`src/rtl/cla_mp_sequencer.sv`:
```
// cla_mp_sequencer
// ----------------
// Word-serial multi-precision add/subtract controller. It accepts one
// operand word pair per handshake, least-significant word first. It drives
// a WIDTH-bit add slice and chains the carry from word to word, so that
// WORDS words form one WORDS*WIDTH-bit result. For subtraction, b is
// inverted and the carry-in is seeded with 1 (a + ~b + 1).
//
// Ports:
//   clk, rst            rising-edge clock, synchronous active-high reset
//   start, op           begin an operation (0 = add, 1 = a - b), IDLE only
//   busy                high while an operation is in progress
//   in_valid/in_ready   operand handshake for a_word / b_word
//   out_valid/out_ready result handshake for sum_word / out_last
//   cout, ovf           final carry-out (1 = no borrow when subtracting) and
//                       signed overflow; both hold until the next start
//   done                one-cycle pulse after the last result word drains
module cla_mp_sequencer #(
  parameter int WIDTH = 16,
  parameter int WORDS = 4
) (
  input  logic             clk,
  input  logic             rst,
  input  logic             start,
  input  logic             op,
  output logic             busy,
  input  logic             in_valid,
  output logic             in_ready,
  input  logic [WIDTH-1:0] a_word,
  input  logic [WIDTH-1:0] b_word,
  output logic             out_valid,
  input  logic             out_ready,
  output logic [WIDTH-1:0] sum_word,
  output logic             out_last,
  output logic             cout,
  output logic             ovf,
  output logic             done
);

  // The count can reach WORDS, so it is sized to hold WORDS itself.
  localparam int CW = $clog2(WORDS + 1);
  localparam logic [CW-1:0] LAST_IDX = CW'(WORDS - 1);

  localparam logic [1:0] IDLE  = 2'd0;
  localparam logic [1:0] RUN   = 2'd1;
  localparam logic [1:0] DRAIN = 2'd2;

  logic [1:0]       state_reg;
  logic [CW-1:0]    count_reg;
  logic             carry_reg;
  logic             op_reg;
  logic             out_valid_reg;
  logic             out_last_reg;
  logic [WIDTH-1:0] sum_reg;
  logic             cout_reg;
  logic             ovf_reg;
  logic             done_reg;

  logic [WIDTH-1:0] b_eff;
  logic [WIDTH:0]   slice_sum;
  logic             accept;
  logic             is_last;
  logic             out_hs;
  logic             ovf_next;

  // Subtraction is a + ~b + 1; the +1 comes from the seeded carry register.
  assign b_eff     = b_word ^ {WIDTH{op_reg}};
  assign slice_sum = {1'b0, a_word} + {1'b0, b_eff} + {{WIDTH{1'b0}}, carry_reg};

  // The output register holds a single word. A new word can enter in the same
  // cycle that the consumer takes the old one, so throughput stays at one word
  // per cycle.
  assign in_ready = (state_reg == RUN) && (!out_valid_reg || out_ready);
  assign accept   = in_valid && in_ready;
  assign is_last  = (count_reg == LAST_IDX);
  assign out_hs   = out_valid_reg && out_ready;

  // Signed overflow: both addends have the same sign, but the result sign differs.
  assign ovf_next = (a_word[WIDTH-1] == b_eff[WIDTH-1]) &&
                    (slice_sum[WIDTH-1] != a_word[WIDTH-1]);

  always_ff @(posedge clk) begin
    if (rst) begin
      state_reg     <= IDLE;
      count_reg     <= '0;
      carry_reg     <= 1'b0;
      op_reg        <= 1'b0;
      out_valid_reg <= 1'b0;
      out_last_reg  <= 1'b0;
      sum_reg       <= '0;
      cout_reg      <= 1'b0;
      ovf_reg       <= 1'b0;
      done_reg      <= 1'b0;
    end else begin
      done_reg <= 1'b0;
      case (state_reg)
        IDLE: begin
          if (start) begin
            op_reg    <= op;
            carry_reg <= op;
            count_reg <= '0;
            cout_reg  <= 1'b0;
            ovf_reg   <= 1'b0;
            state_reg <= RUN;
          end
        end
        RUN: begin
          if (accept) begin
            sum_reg       <= slice_sum[WIDTH-1:0];
            out_valid_reg <= 1'b1;
            out_last_reg  <= is_last;
            carry_reg     <= slice_sum[WIDTH];
            count_reg     <= count_reg + CW'(1);
            if (is_last) begin
              cout_reg  <= slice_sum[WIDTH];
              ovf_reg   <= ovf_next;
              state_reg <= DRAIN;
            end
          end else if (out_hs) begin
            out_valid_reg <= 1'b0;
            out_last_reg  <= 1'b0;
          end
        end
        DRAIN: begin
          // Only the final word remains. Its handshake ends the operation.
          if (out_hs) begin
            out_valid_reg <= 1'b0;
            out_last_reg  <= 1'b0;
            done_reg      <= 1'b1;
            state_reg     <= IDLE;
          end
        end
        default: state_reg <= IDLE;
      endcase
    end
  end

  assign busy      = (state_reg != IDLE);
  assign out_valid = out_valid_reg;
  assign out_last  = out_last_reg;
  assign sum_word  = sum_reg;
  assign cout      = cout_reg;
  assign ovf       = ovf_reg;
  assign done      = done_reg;

endmodule

```
`config.mk`:
```
export PLATFORM = sky130hd
export DESIGN_NAME = cla_mp_sequencer
export DESIGN_NICKNAME = d
export VERILOG_FILES = /design/src/rtl/cla_mp_sequencer.sv
export SDC_FILE = /design/constraint.sdc
export NUM_CORES = 1
export LEC_CHECK = 0
export ABC_AREA = 0
export BUFFER_PORTS_ARGS = -buffer_cell sky130_fd_sc_hd__buf_4
export CAP_MARGIN = 10
export CORE_MARGIN = 1.5
export CORE_UTILIZATION = 45
export DETAILED_ROUTE_END_ITERATION = 8
export GPL_TIMING_DRIVEN = 0
export HOLD_SLACK_MARGIN = 0.12
export PLACE_DENSITY = 0.83
export SLEW_MARGIN = 20
export SYNTH_ARGS = -nofsm -noshare
export SYNTH_HDL_FRONTEND = slang
export SYNTH_SLANG_ARGS = --single-unit
```
`constraint.sdc`:
```
create_clock -name clk -period 4 [get_ports clk]
set_clock_uncertainty 0.1 [all_clocks]
set_input_delay 0.2 -clock clk [delete_from_list [all_inputs] [get_ports clk]]
set_output_delay 0.2 -clock clk [all_outputs]
set_load 0.02 [all_outputs]
```
Word-level counts from Yosys, hierarchy flattened
Index checks and enable logic that the tools add are counted.
W data, S select, Z words.

word-level totals
  bits in registers = 28
  logic and storage cells = 65
  input port bits = 38

cells by class
  reductions and logical operators = 16
  multiplexer cells = 25
  eq/ne operators = 9
  bitwise gates (word level) = 2
  add/sub/neg operators = 3

operator list
  kind                   number
  $add A16 B16 Y17       1
  $add A17 B1 Y17        1
  $xor A16 B16 Y16       1
  $mux W1                12
  $pmux W1 S2            5
  $mux W2                4
  $ne A2 B2 Y1 const B   4
  $reduce_and A4 Y1      2
  $mux W3                2
  $pmux W2 S3            1
  $pmux W3 S2            1
  $reduce_bool A2 Y1     3
  $logic_and A1 B1 Y1    4
  $reduce_and A2 Y1      2
  $add A3 B1 Y3 const B  1
  $eq A3 B2 Y1 const B   1
  $reduce_and A3 Y1      1
  $eq A2 B1 Y1 const B   1
  $eq A2 B2 Y1 const B   1
  $logic_not A2 Y1       1
  $reduce_or A2 Y1       1
  $eq A1 B1 Y1           1
  $logic_not A1 Y1       1
  $logic_or A1 B1 Y1     1
  2 further kinds        2

Logic depth before layout (Yosys ltp)
  word-level depth = 8
  mapped depth = 12
  mapped depth without buffers = 10

Worst setup path before layout
No wires, ideal clock.

  path type = register to register
  start point = register op_reg
  end point = register sum_reg[12] (netlist: sum_word[12])
  slack = 831 ps
  required time = 3799 ps
  data arrival time = 2968 ps
  stages on the path, launching flop included = 13
  cells stage by stage = dfxtp_1 > clkbuf_1 > clkbuf_1 > xnor2_1 > fa_1 > inv_1 > fa_1 > a21o_1 > nand4_1 > a311oi_1 > o211ai_1 > nor3b_1 > o41ai_1

between the ends
  word-level cells in the longest chain between the ends = 3

RTL lines
  what                    RTL line  source
  from (decl)             51        logic op_reg;
  from (signal assigned)  99        op_reg <= op;
  $xor A16 B16 Y16        67        assign b_eff = b_word ^ {WIDTH{op_reg}};
  $add A16 B16 Y17        68        assign slice_sum = {1'b0, a_word} + {1'b0, b_eff} + {{WIDTH{1'b0}}, carry_reg};
  $add A17 B1 Y17         68
  to (signal assigned)    109       sum_reg <= slice_sum[WIDTH-1:0];
  to (decl)               54        logic [WIDTH-1:0] sum_reg;

No other way between the ends.
A chain may end at the register's enable or synchronous reset.

Worst setup path in the final report
Same ends and word-level chain as after synthesis.

==> qor.yml <==
sta:
  worst_slack_ns: 0.5103
  worst_pin_slew_ns: 0.5136
  rsz0062_at_grt: "no"
  setup_viol: 0
  holdWs_ns: 0.1571
  slew-limit-headroom_pct: 65.28
  maxSlewViolCount: 0
  tns_ns: 0
  finalCritPeriodShare_pct: 87.24
  hold_viol_final: 0
  layout_min_cycle_time_ns: 3.490
  clock.fmax_ghz: 0.2866
cts:
  cts_buffers: 3
  clk_pin_slew_ns: 0.09
  clk_latency_ns: 0.28
  cts_num_sinks: 28
  ctsRootBufferMaster: "clkbuf_8"
  ctsLongestPathBuffers: 2
  htree_levels: 1
  cts_setup_buffers: 0
  cts_tree: "built"
final_layout:
  largest_reg_flops: 16
  drive_gt1_share_pct: 21.05
  final_cells: 375
  multi_input_area_mm2: 0.001436
  fillers: 405
  final_area_mm2: 0.002661
  nets: 386
  diodes: 0
  syn2layout_area_growth_pct: 27.67
  seq_area_um2: 560.5
setup_path:
  worstSetupPathType: "reg -> reg"
  cp_max_fo: 10
  cp_top_family: "compound AO/OA/AOI/OAI gates"
  slowest_delay_ns: 0.66
  crit_buf_inv: 2
  required_ns: 4.07
  cp_cell_sequence: "clkbuf_2 > xnor2_1 > fa_1 > inv_1 > fa_1 > a21o_1 > nand4_1 > a311oi_1 > o211ai_1 > nor3b_1 > o41ai_1"
  cp_slowest_cell: "dfxtp_1"
  cp.arrival_ns: 3.56
  start_kind: "flop"
  cp-end-kind: "flop"
  timing.critical_path.mode_cell: "fa_1"
power:
  combPwrFrac_pct: 61.7
  powerDensity_mw_per_mm2: 514.3
  p_int_w: 0.0007411
  swShare_pct: 45.85
  p_clk_share_pct: 11.1
  power.leakage_nw: 1.179
  ir_drop_mv: 0.2500
  p_seq_share_pct: 27.2
  switching_power_w: 0.0006276
floorplan:
  design.die.area_mm2: 0.005050
  die_h_um: 71.06
  core_area_mm2: 0.004414
  std_cell_rows: 24
  ios: 61
  fp.dieW_um: 71.06
  start_util_pct: 47.22
hold_path:
  hold_path_class: "in -> reg"
routing:
  drtIter0Drc: 211
  drc: 0
  drt-pass1-iter-count: 5
  vias: 2148
  wl_mm: 5.417
  wl_per_cell_um: 14.45
  vias_per_cell: 5.728
  antenna_left: 0
yosys:
  yosysTopAreaCell: "dfxtp_1"
  netlist.area_leader.share_pct: 26.89
  synth_compound_area_share_pct: 23.77
  synth_fa_ha_area_share_pct: 14.53
  synthesis.area_mm2: 0.002084
  synthCells: 259
  synth_edf_count: 0
  yosysWarnings: 0
  seq_area_frac_synth_pct: 26.89
  async_reset_ff_share_pct: 0
  synthMuxAreaShare_pct: 0.4802
  synthesis.nets: 320
  postSynthAreaPerCell_um2: 8.048
  synth_ff_type: "dfxtp_1"
  synthSimpleGateAreaFrac_pct: 20.89
  synth_top_family_by_area: "compound AO/OA/AOI/OAI gates"
  ys_seq_elements: 28
  synth_xor_area_share_pct: 9.244
  synth_area_leaders: "dfxtp_1 27%, ha_1 13%, xor2_1 7.6%"
  ys_types: 48
global_routing:
  track_usage_pct: 22.25
  grt_pass1_wl_mm: 9.114
  antenna_found_initial: 0
  grt_pass1_vias: 1969
  grt_max_degree: 15
  grt.overflow.total: 0
placed_design:
  routabilityCongestion: 0.8331
  dp_cells: 370
  post_dp_cell_area_mm2: 0.002592
  dp_hpwl_mm: 4.258
  io_buffers: 59
  post-place-ws_ns: 0.1100
run:
  drv_cap: 0
outcome:
  status: "complete, no violations"
## worst register-to-register path, stage by stage (launching register included)
cell	delay (ns)
dfxtp_1	0.66
clkbuf_2	0.41
xnor2_1	0.14
fa_1	0.39
inv_1	0.08
fa_1	0.23
a21o_1	0.15
nand4_1	0.13
a311oi_1	0.46
o211ai_1	0.18
nor3b_1	0.18
o41ai_1	0.27
## routing by layer
metal	global-route usage, %	wire length [um]	up-vias
li1	-	-	1081
met1	28.90	2299	984
met2	39.25	2695	74
met3	3.134	352	9
met4	4.822	70	0
met5	0	0	-
## cell type report
class	count	area share, %
Buffer	12	1.787
Clock buffer	3	1.551
Inverter	10	1.410
Multi-Input combinational cell	208	53.97
Sequential cell	28	21.06
Tap cell	52	2.445
Timing Repair Buffer	62	17.77
## path summary, 6_finish.rpt
| kind | startpoint | to | slack (ns) | cells past startpoint |
|---|---|---|---|---|
| hold / removal | out_ready | out_valid$_SDFFE_PP0P_ | 0.16 | 4 |
| setup / recovery | op_reg$_SDFFE_PP0P_ | sum_word[12]$_SDFFE_PP0P_ | 0.51 | 11 |
| setup reg to reg | op_reg$_SDFFE_PP0P_ | sum_word[12]$_SDFFE_PP0P_ | 0.51 | 11 |
| hold reg to reg | cout$_SDFFE_PP0P_ | cout$_SDFFE_PP0P_ | 0.35 | 2 |
## synthesized netlist by cell type, drive strengths merged (4+ instances only)
cell type	instances
o21ai	7
a21oi	19
xnor2	4
ha	21
clkbuf	12
a211oi	4
a21o	4
nand3	15
nor3	12
nand2	27
dfxtp	28
o21a	7
inv	10
nor2	19
xor2	18
## through the flow
stage / total power (W) / utilization, %
floorplan: 0.0009610 / -
global placement: 0.001174 / 58.73
detailed placement: 0.001206 / 58.73
CTS: 0.001366 / 60.35
global route: 0.001485 / 60.29
finish: 0.001369 / 60.29
## placed cells by master (no fill, tap or decap), drive strengths merged, types with 3 or more instances in the layout
cell type and count:
o31ai 3, nor3 12, o22ai 3, xnor2 4
buf 60, ha 21, a32oi 3, nor3b 3
dfxtp 28, inv 10, nand2 27, nor2 19
nand4 3, o21a 7, a21oi 19, o21ai 7
dlygate4sd3 3, a21o 4, clkbuf 14, a211oi 4
xor2 18, and3 3, nand3 15
## repair_timing
action	4_1_cts	5_1_grt
hold buffers	3	0
gates resized for setup	0	2
hold endpoints to repair	1	0
endpoints found under the setup margin	0	5
## power groups by stage
stage / sequential (W) / clock [W] / combinational, W
floorplan: 0.000399 / 0 / 0.000562
global placement: 0.000368 / 0 / 0.000806
detailed placement: 0.000369 / 0 / 0.000837
CTS: 0.000363 / 0.000157 / 0.000846
global route: 0.000379 / 0.000169 / 0.000936
finish: 0.000373 / 0.000152 / 0.000844
## cells by family after synthesis
kind of cell             after synthesis
AND/OR/NAND/NOR                       92
multiplexers                           1
buffers and inverters                 23
XOR/XNOR                              22
flip-flops                            28
adder cells (fa/ha/maj)               23
AO/OA/AOI/OAI                         70
Note: power is estimated with default switching activity, not from simulation.
